### src/rtl/l1_ahb_mtx_pkg.sv
// Shared AHB encodings for the bus-matrix input/output stages.
package l1_ahb_mtx_pkg;

  typedef enum logic [1:0] {
    HT_IDLE   = 2'b00,
    HT_BUSY   = 2'b01,
    HT_NONSEQ = 2'b10,
    HT_SEQ    = 2'b11
  } htrans_e;

  typedef enum logic [2:0] {
    HB_SINGLE = 3'b000,
    HB_INCR   = 3'b001,
    HB_WRAP4  = 3'b010,
    HB_INCR4  = 3'b011,
    HB_WRAP8  = 3'b100,
    HB_INCR8  = 3'b101,
    HB_WRAP16 = 3'b110,
    HB_INCR16 = 3'b111
  } hburst_e;

  typedef enum logic {
    HR_OKAY  = 1'b0,
    HR_ERROR = 1'b1
  } hresp_e;

  // NONSEQ and SEQ both carry bit 1; IDLE/BUSY never request a slave.
  function automatic logic trans_is_xfer(input logic [1:0] t);
    return t[1];
  endfunction

endpackage

### src/rtl/l1_ahb_mtx_hold_reg.sv
// Address-phase holding register and live/held output mux for one input port.
// Optional: L1_AHB_MTX_IN_STG_BURST_RECODE_EN recodes a held SEQ as NONSEQ/INCR.
module l1_ahb_mtx_hold_reg
  import l1_ahb_mtx_pkg::*;
#(
  parameter int ADDR_W = 32,
  parameter int MST_W  = 4
) (
  input  logic              HCLK,
  input  logic              HRESETn,
  input  logic              i_load,
  input  logic              i_pend,
  input  logic              i_live_vld,
  input  logic              i_sel,
  input  logic [ADDR_W-1:0] i_addr,
  input  logic [1:0]        i_trans,
  input  logic              i_write,
  input  logic [2:0]        i_size,
  input  logic [2:0]        i_burst,
  input  logic [3:0]        i_prot,
  input  logic [MST_W-1:0]  i_master,
  input  logic              i_mastlock,
  output logic              o_sel,
  output logic [ADDR_W-1:0] o_addr,
  output logic [1:0]        o_trans,
  output logic              o_write,
  output logic [2:0]        o_size,
  output logic [2:0]        o_burst,
  output logic [3:0]        o_prot,
  output logic [MST_W-1:0]  o_master,
  output logic              o_mastlock
);

  logic              r_sel;
  logic [ADDR_W-1:0] r_addr;
  logic [1:0]        r_trans;
  logic              r_write;
  logic [2:0]        r_size;
  logic [2:0]        r_burst;
  logic [3:0]        r_prot;
  logic [MST_W-1:0]  r_master;
  logic              r_mastlock;
  logic              w_recode;

  always_ff @(posedge HCLK or negedge HRESETn) begin
    if (!HRESETn) begin
      r_sel      <= 1'b0;
      r_addr     <= '0;
      r_trans    <= HT_IDLE;
      r_write    <= 1'b0;
      r_size     <= '0;
      r_burst    <= HB_SINGLE;
      r_prot     <= '0;
      r_master   <= '0;
      r_mastlock <= 1'b0;
    end else if (i_load) begin
      r_sel      <= i_sel;
      r_addr     <= i_addr;
      r_trans    <= i_trans;
      r_write    <= i_write;
      r_size     <= i_size;
      r_burst    <= i_burst;
      r_prot     <= i_prot;
      r_master   <= i_master;
      r_mastlock <= i_mastlock;
    end
  end

`ifdef L1_AHB_MTX_IN_STG_BURST_RECODE_EN
  // A burst that lost arbitration mid-way restarts as an undefined-length INCR.
  assign w_recode = i_pend & (r_trans == HT_SEQ);
`else
  assign w_recode = 1'b0;
`endif

  always_comb begin
    o_sel      = i_sel;
    o_addr     = i_addr;
    o_trans    = i_live_vld ? i_trans : HT_IDLE;
    o_write    = i_write;
    o_size     = i_size;
    o_burst    = i_burst;
    o_prot     = i_prot;
    o_master   = i_master;
    o_mastlock = i_mastlock;
    if (i_pend) begin
      o_sel      = r_sel;
      o_addr     = r_addr;
      o_trans    = w_recode ? HT_NONSEQ : r_trans;
      o_write    = r_write;
      o_size     = r_size;
      o_burst    = w_recode ? HB_INCR : r_burst;
      o_prot     = r_prot;
      o_master   = r_master;
      o_mastlock = r_mastlock;
    end
  end

endmodule

### src/rtl/l1_ahb_mtx_in_stg.sv
// Bus-matrix input stage: holds an ungranted address phase and returns the
// granted output stage's data-phase response. Option: L1_AHB_MTX_IN_STG_BURST_RECODE_EN.
module l1_ahb_mtx_in_stg
  import l1_ahb_mtx_pkg::*;
#(
  parameter int ADDR_W = 32,
  parameter int MST_W  = 4
) (
  input  logic              HCLK,
  input  logic              HRESETn,
  input  logic              HSELS,
  input  logic [ADDR_W-1:0] HADDRS,
  input  logic [1:0]        HTRANSS,
  input  logic              HWRITES,
  input  logic [2:0]        HSIZES,
  input  logic [2:0]        HBURSTS,
  input  logic [3:0]        HPROTS,
  input  logic [MST_W-1:0]  HMASTERS,
  input  logic              HMASTLOCKS,
  input  logic              HREADYS,
  output logic              HREADYOUTS,
  output logic              HRESPS,
  input  logic              active_ip,
  input  logic              readyout_ip,
  input  logic              resp_ip,
  output logic              sel_ip,
  output logic [ADDR_W-1:0] addr_ip,
  output logic [1:0]        trans_ip,
  output logic              write_ip,
  output logic [2:0]        size_ip,
  output logic [2:0]        burst_ip,
  output logic [3:0]        prot_ip,
  output logic [MST_W-1:0]  master_ip,
  output logic              mastlock_ip,
  output logic              held_tran_ip
);

  logic r_pend;
  logic r_dphase;
  logic w_live_vld;
  logic w_trans_valid;
  logic w_accept;
  logic w_dph_upd;

  assign w_live_vld    = HSELS & HREADYS;
  assign w_trans_valid = w_live_vld & trans_is_xfer(HTRANSS);
  assign held_tran_ip  = r_pend | w_trans_valid;
  assign w_accept      = active_ip & readyout_ip & held_tran_ip;

  // A held address phase completes while HREADYOUTS is low, so pend also
  // opens the window for capturing data-phase ownership.
  assign w_dph_upd = HREADYOUTS | r_pend;

  always_ff @(posedge HCLK or negedge HRESETn) begin
    if (!HRESETn) begin
      r_pend   <= 1'b0;
      r_dphase <= 1'b0;
    end else begin
      if (w_accept)           r_pend <= 1'b0;
      else if (w_trans_valid) r_pend <= 1'b1;
      if (w_dph_upd)          r_dphase <= w_accept;
    end
  end

  assign HREADYOUTS = r_dphase ? readyout_ip : ~r_pend;
  assign HRESPS     = r_dphase ? resp_ip : HR_OKAY;

  l1_ahb_mtx_hold_reg #(
    .ADDR_W (ADDR_W),
    .MST_W  (MST_W)
  ) u_hold (
    .HCLK       (HCLK),
    .HRESETn    (HRESETn),
    .i_load     (w_live_vld),
    .i_pend     (r_pend),
    .i_live_vld (w_live_vld),
    .i_sel      (HSELS),
    .i_addr     (HADDRS),
    .i_trans    (HTRANSS),
    .i_write    (HWRITES),
    .i_size     (HSIZES),
    .i_burst    (HBURSTS),
    .i_prot     (HPROTS),
    .i_master   (HMASTERS),
    .i_mastlock (HMASTLOCKS),
    .o_sel      (sel_ip),
    .o_addr     (addr_ip),
    .o_trans    (trans_ip),
    .o_write    (write_ip),
    .o_size     (size_ip),
    .o_burst    (burst_ip),
    .o_prot     (prot_ip),
    .o_master   (master_ip),
    .o_mastlock (mastlock_ip)
  );

endmodule

### config.mk
export PLATFORM = sky130hd
export DESIGN_NAME = l1_ahb_mtx_in_stg
export DESIGN_NICKNAME = d
export VERILOG_FILES = /design/src/rtl/l1_ahb_mtx_pkg.sv /design/src/rtl/l1_ahb_mtx_hold_reg.sv /design/src/rtl/l1_ahb_mtx_in_stg.sv
export SDC_FILE = /design/constraint.sdc
export NUM_CORES = 1
export LEC_CHECK = 0
export BUFFER_PORTS_ARGS = -buffer_cell sky130_fd_sc_hd__buf_2
export CAP_MARGIN = 15
export CELL_PAD_IN_SITES_DETAIL_PLACEMENT = 2
export CELL_PAD_IN_SITES_GLOBAL_PLACEMENT = 2
export CORE_ASPECT_RATIO = 0.7
export CORE_MARGIN = 3
export CORE_UTILIZATION = 23
export CTS_CLUSTER_SIZE = 28
export DETAILED_ROUTE_END_ITERATION = 8
export PLACE_DENSITY_LB_ADDON = 0.1
export SETUP_SLACK_MARGIN = 0.2
export SLEW_MARGIN = 25
export SYNTH_ARGS = -nofsm -noshare
export SYNTH_HDL_FRONTEND = slang
export SYNTH_SLANG_ARGS = --single-unit
### constraint.sdc
create_clock -name HCLK -period 2.7 [get_ports HCLK]
set_clock_uncertainty 0.2 [all_clocks]
set_input_delay 0.27 -clock HCLK [delete_from_list [all_inputs] [get_ports HCLK]]
set_output_delay 0.27 -clock HCLK [all_outputs]
set_load 0.005 [all_outputs]
# --- After elaboration in Yosys (flattened, before gate mapping) ---
# Index checks and enable logic that the tools add are counted.
classes:
  muxes: 14
  n_bitwise: 7
  n_reduce_logical: 1
ops:
  columns: ["operator", "n"]
  rows:
  - ["$mux W32", 1]
  - ["$mux W4", 2]
  - ["$mux W1", 7]
  - ["$mux W3", 2]
  - ["$and A1 B1 Y1", 4]
  - ["$mux W2", 2]
  - ["$or A1 B1 Y1", 2]
  - ["$reduce_bool A2 Y1", 1]
  - ["$not A1 Y1", 1]
word_totals:
  output_inout_bits: 54
  input_bits: 57
  wordCells: 33
  reg_bits: 53

# --- Longest topological paths before layout ---
# Gate-level depths: netlist of the first run.
depth:
  word_depth: 5
  depth_mapped: 4
  depth_no_buf: 2

# --- Modules after synthesis ---
# A second synthesis of the first run with hierarchy kept.
unflattened:
  cells_unflattened: 178
  hier_area_um2: 3138.0
modules_own_cells:
  columns: ["module", "area_each_um2", "seq_area_each_um2", "n_inst", "cells_each"]
  rows:
  - ["l1_ahb_mtx_hold_reg", 3011.6, 1276.2, 1, 166]
  - ["l1_ahb_mtx_in_stg", 126.4, 50.0, 1, 12]

# --- Least setup slack after synthesis of the first run ---
# Ideal clock, no wire load.
synth_timing:
  path_type: "register -> output"
  startpoint: "register r_pend"
  endpoint: "output master_ip[0]"
  path_buffers: 2
  path_stages_with_launch: 4
  slack_ps: 1180
  required_time_ps: 2230
  arrival_time_ps: 1050
  cell_sequence: "dfrtp_1 buf_2 buf_2 mux2_2"
synth_via:
  elab_chain_len: 1
synth_rtl:
  columns: ["item", "line_no", "rtl"]
  rows:
  - ["start, declared", "l1_ahb_mtx_in_stg.sv:38", "logic r_pend;"]
  - ["start signal, assigned", "l1_ahb_mtx_in_stg.sv:56", "r_pend <= 1'b0;"]
  - ["start signal, assigned", "l1_ahb_mtx_in_stg.sv:59", "if (w_accept) r_pend <= 1'b0;"]
  - ["start signal, assigned", "l1_ahb_mtx_in_stg.sv:60", "else if (w_trans_valid) r_pend <= 1'b1;"]
  - ["$mux W4", "l1_ahb_mtx_hold_reg.sv:86", "if (i_pend) begin"]
  - ["end, declared", "l1_ahb_mtx_in_stg.sv:33", "output logic [MST_W-1:0] master_ip,"]
# Every way passes these cells.

# --- Worst setup path in the final report of the first run ---
layout_timing:
  startpoint: "register r_pend"
  endpoint: "output addr_ip[11]"
layout_via:
  elab_chain_len: 1
layout_rtl:
  columns: ["item", "line_no", "rtl"]
  rows:
  - ["$mux W32", "l1_ahb_mtx_hold_reg.sv:86", null]
  - ["end, declared", "l1_ahb_mtx_in_stg.sv:27", "output logic [ADDR_W-1:0] addr_ip,"]
# Every way passes these cells.

==> results of run 1 <==
cell families after synthesis:
| family | after synthesis | share of synthesized area (%) |
|---|---|---|
| AND/OR/NAND/NOR | 10 | 1.877 |
| flip-flops | 53 | 47.36 |
| multiplexers | 97 | 45.31 |
| buffers and inverters | 12 | 3.485 |
| AO/OA/AOI/OAI | 8 | 1.966 |
flip-flops by register name (all words and copies together) (netlist names):
register           flops
u_hold.r_addr         32
u_hold.r_master        4
u_hold.r_prot          4
u_hold.r_burst         3
u_hold.r_size          3
u_hold.r_trans         2
r_dphase               1
r_pend                 1
u_hold.r_mastlock      1
u_hold.r_sel           1
u_hold.r_write         1
worst max-delay path: cells and delay by family, from the launching register on:
kind | cells | cell delay (ns)
muxes | 1 | 0.36
DFF | 1 | 0.74
buffers and inverters | 2 | 0.45
metrics by stage:
stage          cell area [um^2]  instances  total power [mW]
6_report                   3691        452             2.208
3_5_place_dp               3525        442             1.577
5_1_grt                    3691        452             2.352
3_3_place_gp               3525        442             1.569
4_1_cts                    3691        452             2.264
2_1_floorplan              2800        180             1.333
how the worst max path moves through the flow:
| stage | end | cells past startpoint |
|---|---|---|
| finish | addr_ip[11] | 3 |
| global route | addr_ip[11] | 3 |
| CTS | addr_ip[11] | 3 |
| detailed placement | addr_ip[11] | 3 |
| global placement | addr_ip[4] | 3 |
| floorplan | master_ip[0] | 3 |
per-layer routing:
metal,up-vias,wire length [um]
met2,58,3307
met3,7,462
met5,-,0
met1,971,3636
met4,0,87
li1,875,-
timing repair:
item,in CTS,in global routing
buffers inserted,0,0
hold buffers,2,0
endpoints found under the hold margin,18,0
gates resized for setup,0,0
power groups by stage:
stage	combinational, mW	sequential (mW)	clock, mW
floorplan	0.373	0.960	0
global placement	0.574	0.995	0
detailed placement	0.580	0.998	0
CTS	0.587	0.984	0.692
global route	0.626	1.00	0.724
finish	0.569	0.985	0.654
Yosys cell counts:
| master | n | area, um^2 |
|---|---|---|
| a31oi_1 | 1 | 6.260 |
| nand3_1 | 2 | 10.01 |
| nand2_1 | 4 | 15.01 |
| dfrtp_1 | 53 | 1326 |
| mux2_4 | 47 | 705.7 |
| mux2_2 | 50 | 563.0 |
| a21oi_1 | 1 | 5.000 |
| nand2b_1 | 1 | 6.260 |
| buf_4 | 3 | 22.52 |
| and2_1 | 1 | 6.260 |
| inv_1 | 1 | 3.750 |
| nor2_1 | 1 | 3.750 |
| a21bo_2 | 2 | 20.02 |
| nand2_4 | 1 | 11.26 |
| o2bb2ai_1 | 1 | 8.760 |
| buf_2 | 3 | 15.01 |
| buf_6 | 5 | 56.30 |
| o21ai_0 | 3 | 15.01 |
layout make-up:
| type | instances | share of cell area (%) |
|---|---|---|
| clock buffer | 8 | 3.966 |
| inverter | 1 | 0.1017 |
| multi-input combinational | 115 | 37.29 |
| sequential | 53 | 35.97 |
| tap | 157 | 5.322 |
| timing repair buffer | 118 | 17.36 |
==> results.toml, run 1 <==
[cells_and_area]
n_antenna_cell = 0
seqCellArea_mm2 = 0.001328
multi_input_area_mm2 = 0.001376
nets = 351
nFillCells = 1303
post-route-util_pct = 31.26
final_cell_mix = "110 x buf_2, 52 x dfrtp_1, 50 x mux2_2"
final_common_cell = "buf_2"
syn_to_final_growth_pct = 31.81
drive_above_1_share_pct = 75.59

[placed_design]
gp_congestion = 0.6771
place_ws_ns = 0.6546
place.port_buffers = 110
dp_hpwl_mm = 5.457

[critical_path]
critPathLaunch = "r_pend"
critPathKind = "register to output pin"
path_cells = "buf_4, mux2_2, buf_2"
reg2reg_slack_ns = 1.18
max_stage_delay_ns = 0.74
r2r_cells = 3
endpoint_kind = "output pin"
cp.required_ns = 2.23
arrival_ns = 1.84
r2r_start = "r_pend"
path_max_fanout = 25
critPathSlowestCell = "dfrtp_2"
start_kind = "register"
r2r_end = "r_dphase"

[timing]
setup_ws_ns = 0.3882
min_period_ns = 2.312
worst_pin_slew_ns = 0.5930
fin_hold_ws_ns = 0.01972
final-max-slew-violation-count = 0
setup_violations = 0
finalCritPeriodShare_pct = 85.62
tns_ns = 0
max_freq_mhz = 432.6
hold_viol_final = 0
slew_headroom_pct = 60.47
grt_setup_unrepaired = "no"

[clock_network]
clkTransAtPathRegs_ns = 0.07
htreeDepth = 2
insertion_delay_ns = 0.29
cts_buffer_depth = 2
cts-root-buf = "clkbuf_16"
clock-sinks = 53
cts_tree = "yes"
cts_inserted_buffers = 5

[global_routing]
grtUsageMet2_pct = 17.20
antenna_found_initial = 0
use_met1_pct = 15.89
grt_max_degree = 28
met3_usage_pct = 3.141
first_global_vias = 2201
top_usage_layer = "met2"
grt_use_total_pct = 11.32
grt_remaining_overflow = 0
grt_pass1_wl_mm = 11.92

[power_and_ir_drop]
leakage_nw = 1.832
p_int_mw = 1.642
seq_power_share_pct = 44.6
combPwrFrac_pct = 25.8
power.switching_mw = 0.5655
clkPwrFrac_pct = 29.6
powerDensity_mw_per_mm2 = 598.1
ir_drop_mv = 0.2295
p_sw_share_pct = 25.62

[routing]
vias = 1911
drt_first_pass_iters = 2
antenna_left = 0
drc_errors = 0
drt-initial-drc-count = 47
viasPerCell = 4.228
wl_mm = 7.493
wl_per_cell_um = 16.58

[floorplanning]
die_w_um = 137.9
core_mm2 = 0.01181
pin_count = 111
die_h_um = 98.32
die-area_mm2 = 0.01356
start_util_pct = 23.71
core.rowCount = 33

[synthesis]
ys_ff_latch = 53
postSynthAreaPerCell_um2 = 15.56
syn_inst = 180
synthDistinctLibCells = 18
synth_area_mm2 = 0.002800
ys_seq_area_share_pct = 47.36
syn_nets = 237
yosysWarningCount = 0

[hold_path]
hold_end = "r_pend"
min_path_type = "primary input to register"
hp-start = "readyout_ip"
min_path_cells = 2

[run_status]
status = "finished, final reports clean"

[flow_run]
cap_violations = 0
Note: power is estimated with default switching activity, not from simulation.
==> run 2, diff against run 1 <==
--- a/config.mk
+++ b/config.mk
@@ -14,6 +14,7 @@
 export CORE_UTILIZATION = 23
 export CTS_CLUSTER_SIZE = 28
 export DETAILED_ROUTE_END_ITERATION = 8
+export HOLD_SLACK_MARGIN = 0.12
 export PLACE_DENSITY_LB_ADDON = 0.1
 export SETUP_SLACK_MARGIN = 0.2
 export SLEW_MARGIN = 25
==> constraint.sdc (replaced) <==
create_clock -name HCLK -period 2.82 [get_ports HCLK]
set_clock_uncertainty 0.2 [all_clocks]
set_input_delay 0.282 -clock HCLK [delete_from_list [all_inputs] [get_ports HCLK]]
set_output_delay 0.282 -clock HCLK [all_outputs]
set_load 0.005 [all_outputs]
==> results.toml, run 2 (same netlist as run 1, synthesis figures left out) <==
[cells_and_area]
final_cell_mix = "110 x buf_2, 52 x dlygate4sd3_1, 52 x dfrtp_1"
top_register = "u_hold.r_addr"
largestRegisters = "u_hold.r_addr (32), u_hold.r_master (4), u_hold.r_prot (4)"
final_common_cell = "buf_2"
n_antenna_cell = 0
largest_reg_flops = 32
nets = 398
drive_above_1_share_pct = 64.62
syn_to_final_growth_pct = 48.61

[global_routing]
antenna_found_initial = 0
grt_use_total_pct = 11.83
grt_pass1_wl_mm = 12.56
first_global_vias = 2274
grt_max_degree = 54
grt_remaining_overflow = 0

[clock_network]
clkTransAtPathRegs_ns = 0.07
cts_buffer_depth = 2
htreeDepth = 2
cts_tree = "yes"
cts_inserted_buffers = 5
insertion_delay_ns = 0.28
cts-root-buf = "clkbuf_16"
clock-sinks = 53
post_cts_buffers = 0

[power_and_ir_drop]
ir_drop_mv = 0.2340
powerDensity_mw_per_mm2 = 513.8
leakage_nw = 2.027

[critical_path]
arrival_ns = 1.69
path_max_fanout = 45
endpoint = "addr_ip[23]"
endpoint_kind = "output pin"
r2r_start = "r_pend"
r2r_end = "r_pend"
critPathKind = "register to output pin"
reg2reg_slack_ns = 0.76
critPathLaunch = "r_pend"
cp.required_ns = 2.34
start_kind = "register"
r2r_cells = 4

[timing]
fin_hold_ws_ns = 0.1755
min_period_ns = 2.170
worst_pin_slew_ns = 0.6955
final-max-slew-violation-count = 0
setup_violations = 0
hold_viol_final = 0
tns_ns = 0
max_freq_mhz = 460.8
grt_setup_unrepaired = "no"
slew_headroom_pct = 53.63
finalCritPeriodShare_pct = 76.96

[routing]
drc_errors = 0
wl_mm = 7.780
drt_first_pass_iters = 4
vias = 2033
antenna_left = 0
drt-initial-drc-count = 61
wl_per_cell_um = 15.59
viasPerCell = 4.074

[floorplanning]
die_h_um = 98.32
start_util_pct = 23.71
die-area_mm2 = 0.01356
core.rowCount = 33
core_mm2 = 0.01181
die_w_um = 137.9
pin_count = 111

[placed_design]
dp_hpwl_mm = 5.273
gp_congestion = 0.6616
place.port_buffers = 110

[flow_run]
cap_violations = 0

[hold_path]
min_path_type = "primary input to register"

[run_status]
status = "finished, final reports clean"
-- run 2: how the worst min path moves through the flow --
stage	from	to	slack, ns	cells past startpoint
after floorplan	HRESETn	r_dphase	-0.21	0
after global placement	u_hold.r_trans[1]	u_hold.r_trans[1]	0.27	1
after detailed placement	HRESETn	u_hold.r_addr[12]	0.27	2
after CTS	HTRANSS[0]	u_hold.r_trans[0]	0.18	3
after global routing	HTRANSS[0]	u_hold.r_trans[0]	0.19	3
final	HTRANSS[1]	r_dphase	0.18	3
-- run 2: area by class of cell --
class                      count  area [um^2]
clock buffer                   6        128.9
clock inverter                 2        10.01
fill                        1269         7647
inverter                       1        3.754
multi-input combinational    115         1376
sequential                    53         1328
tap                          157        196.4
timing repair buffer         165         1119
-- run 2: repair_timing --
item / 4_1_cts / 5_1_grt
endpoints found under the setup margin: 0 / 0
hold buffers: 52 / 0
hold endpoints to repair: 103 / 0
resized for setup: 0 / 0
-- run 2: where the power goes --
group	switching (mW)	internal [mW]
Sequential	0.0687	0.869
Clock	0.270	0.327
Combinational	0.212	0.392
Total	0.551	1.59
-- run 2: worst max-delay path, cell delays in order, from the launching register on --
cell and delay (ns):
dfrtp_2 0.57, buf_12 0.30, mux2_2 0.38, buf_2 0.13
-- run 2: metrics by stage --
| stage | instances | setup slack (ns) | cell area, um^2 | total power, mW | util (%) |
|---|---|---|---|---|---|
| 2_1_floorplan | 180 | 1.288 | 2800 | 1.276 | - |
| 3_3_place_gp | 439 | 0.9048 | 3502 | 1.499 | 29.66 |
| 3_5_place_dp | 439 | 0.9103 | 3502 | 1.506 | 29.66 |
| 4_1_cts | 499 | 0.5989 | 4161 | 2.177 | 35.24 |
| 5_1_grt | 499 | 0.4992 | 4161 | 2.279 | 35.24 |
| 6_report | 499 | 0.6498 | 4161 | 2.138 | 35.24 |
-- run 2: layer usage --
layer  part of all wire [%]  wire [um]  GRT usage (%)  up-vias
li1                       -          -              -      965
met1                     48       3744          16.47     1006
met2                     46       3600          19.23       58
met3                    4.8        374          2.163        4
met4                   0.77         60          2.506        0
met5                      0          0              0        -
==> run 3, diff against run 2 <==
==> constraint.sdc (replaced) <==
create_clock -name HCLK -period 1.7 [get_ports HCLK]
set_clock_uncertainty 0.2 [all_clocks]
set_input_delay 0.17 -clock HCLK [delete_from_list [all_inputs] [get_ports HCLK]]
set_output_delay 0.17 -clock HCLK [all_outputs]
set_load 0.005 [all_outputs]
==> results.toml, run 3 (same netlist as run 1, synthesis figures left out) <==
[run_status]
status = "complete, but fails checks"
violations = "setup timing"

[routing]
drt-initial-drc-count = 41
drc_errors = 0
viasPerCell = 4.271
vias = 2191
antenna_left = 0
drt_first_pass_iters = 3
wl_per_cell_um = 17.78
wl_mm = 9.119

[clock_network]
cts_buffer_depth = 2
clkTransAtPathRegs_ns = 0.07
clock-sinks = 53
htreeDepth = 2
cts_tree = "yes"
insertion_delay_ns = 0.29
cts-root-buf = "clkbuf_16"
cts_inserted_buffers = 5

[critical_path]
endpoint_kind = "output pin"
critPathLaunch = "r_pend"
reg2reg_slack_ns = 0.28
endpoint = "master_ip[1]"
critPathKind = "register to output pin"
cp.required_ns = 1.33
path_max_fanout = 5
arrival_ns = 1.48
r2r_end = "r_dphase"
r2r_start = "r_pend"
r2r_cells = 5
start_kind = "register"

[placed_design]
place_ws_ns = 0.1848
place.port_buffers = 110
gp_congestion = 0.6382
placedCellCount = 441
dp_hpwl_mm = 5.162
dpl-instance-area_mm2 = 0.003555

[cells_and_area]
nFillCells = 1217
nets = 412
final_cell_mix = "86 x mux2_4, 72 x buf_2, 53 x dlygate4sd3_1"
stdcell_area_mm2 = 0.004848
largest_reg_flops = 32
finalNonFillerCells = 513
top_register = "u_hold.r_addr"
post-route-util_pct = 41.06
drive_above_1_share_pct = 66.85
largestRegisters = "u_hold.r_addr (32), u_hold.r_master (4), u_hold.r_prot (4)"
final_common_cell = "mux2_4"
n_antenna_cell = 0
syn_to_final_growth_pct = 73.15

[floorplanning]
core_mm2 = 0.01181
start_util_pct = 23.71
die_w_um = 137.9
die-area_mm2 = 0.01356
pin_count = 111
core.rowCount = 33
die_h_um = 98.32

[timing]
setup_ws_ns = -0.1503
slew_headroom_pct = 79.65
hold_viol_final = 0
setup_violations = 51
final-max-slew-violation-count = 0
worst_pin_slew_ns = 0.3052
finalCritPeriodShare_pct = 108.8
tns_ns = -6.437
max_freq_mhz = 540.5
grt_setup_unrepaired = "yes"
min_period_ns = 1.850
fin_hold_ws_ns = 0.1359

[global_routing]
grt_pass1_wl_mm = 13.06
grt_max_degree = 54
first_global_vias = 2458
antenna_found_initial = 0
grt_remaining_overflow = 0
grt_use_total_pct = 12.27

[hold_path]
min_path_type = "primary input to register"

[power_and_ir_drop]
leakage_nw = 2.380
ir_drop_mv = 0.3619
powerDensity_mw_per_mm2 = 825.9
fin_total_pwr_mw = 4.004

[flow_run]
cap_violations = 0
==> run 3: changes by cell type in the layout (fill, tap and decap cells not counted), moves of 3 or more <==
cell / delta
o21ai_2: +3
o21ai_0: -3
mux2_2: -39
buf_6: +41
clkbuf_16: +4
buf_12: +3
mux2_4: +39
buf_2: -38
==> run 3: worst min-delay path by stage <==
stage	from	to	slack [ns]	cells past startpoint
2_1_floorplan	HRESETn	r_dphase	-0.33	0
3_3_place_gp	HRESETn	u_hold.r_addr[12]	-0.004	2
3_5_place_dp	HRESETn	u_hold.r_addr[13]	-0.002	2
4_1_cts	HTRANSS[1]	r_pend	0.13	4
5_1_grt	HTRANSS[1]	r_pend	0.16	4
6_report	HTRANSS[1]	r_pend	0.14	4
==> run 3: routing by layer <==
metal	part of all wire, %	routed length (um)	vias up	track usage, %
li1	-	-	997	-
met5	0	0	-	0
met3	4.7	433	8	3.090
met2	49	4461	56	20.16
met4	0.75	68	0	2.506
met1	46	4156	1130	16.41
==> run 3: area by class of cell <==
| class | instances | area, um^2 | share of cell area, % |
|---|---|---|---|
| multi-input combinational | 115 | 1554 | 32.05 |
| sequential | 53 | 1328 | 27.38 |
| timing repair buffer | 179 | 1630 | 33.63 |
| tap | 157 | 196.4 | 4.052 |
| inverter | 1 | 3.754 | 0.07742 |
| clock buffer | 8 | 136.4 | 2.813 |
==> run 3: where the power goes <==
group | switching (mW) | leakage [nW] | internal (mW) | total [mW]
combinational | 0.468 | 1.69 | 0.982 | 1.45
sequential | 0.109 | 0.622 | 1.44 | 1.55
clock | 0.454 | 0.0652 | 0.550 | 1.00
==> run 3: critical path, stage by stage (launching register included) <==
cell	delay, ns
dfrtp_2	0.45
buf_8	0.16
clkbuf_16	0.16
mux2_4	0.31
buf_6	0.12
==> run 3: what timing repair did <==
item | in CTS | in global routing
gates resized for setup | 10 | 84
endpoints found under the hold margin | 105 | 0
hold buffers | 53 | 0
pin swaps | 0 | 2
buffers inserted | 5 | 0
gates cloned | 2 | 4
endpoints found under the setup margin | 53 | 53
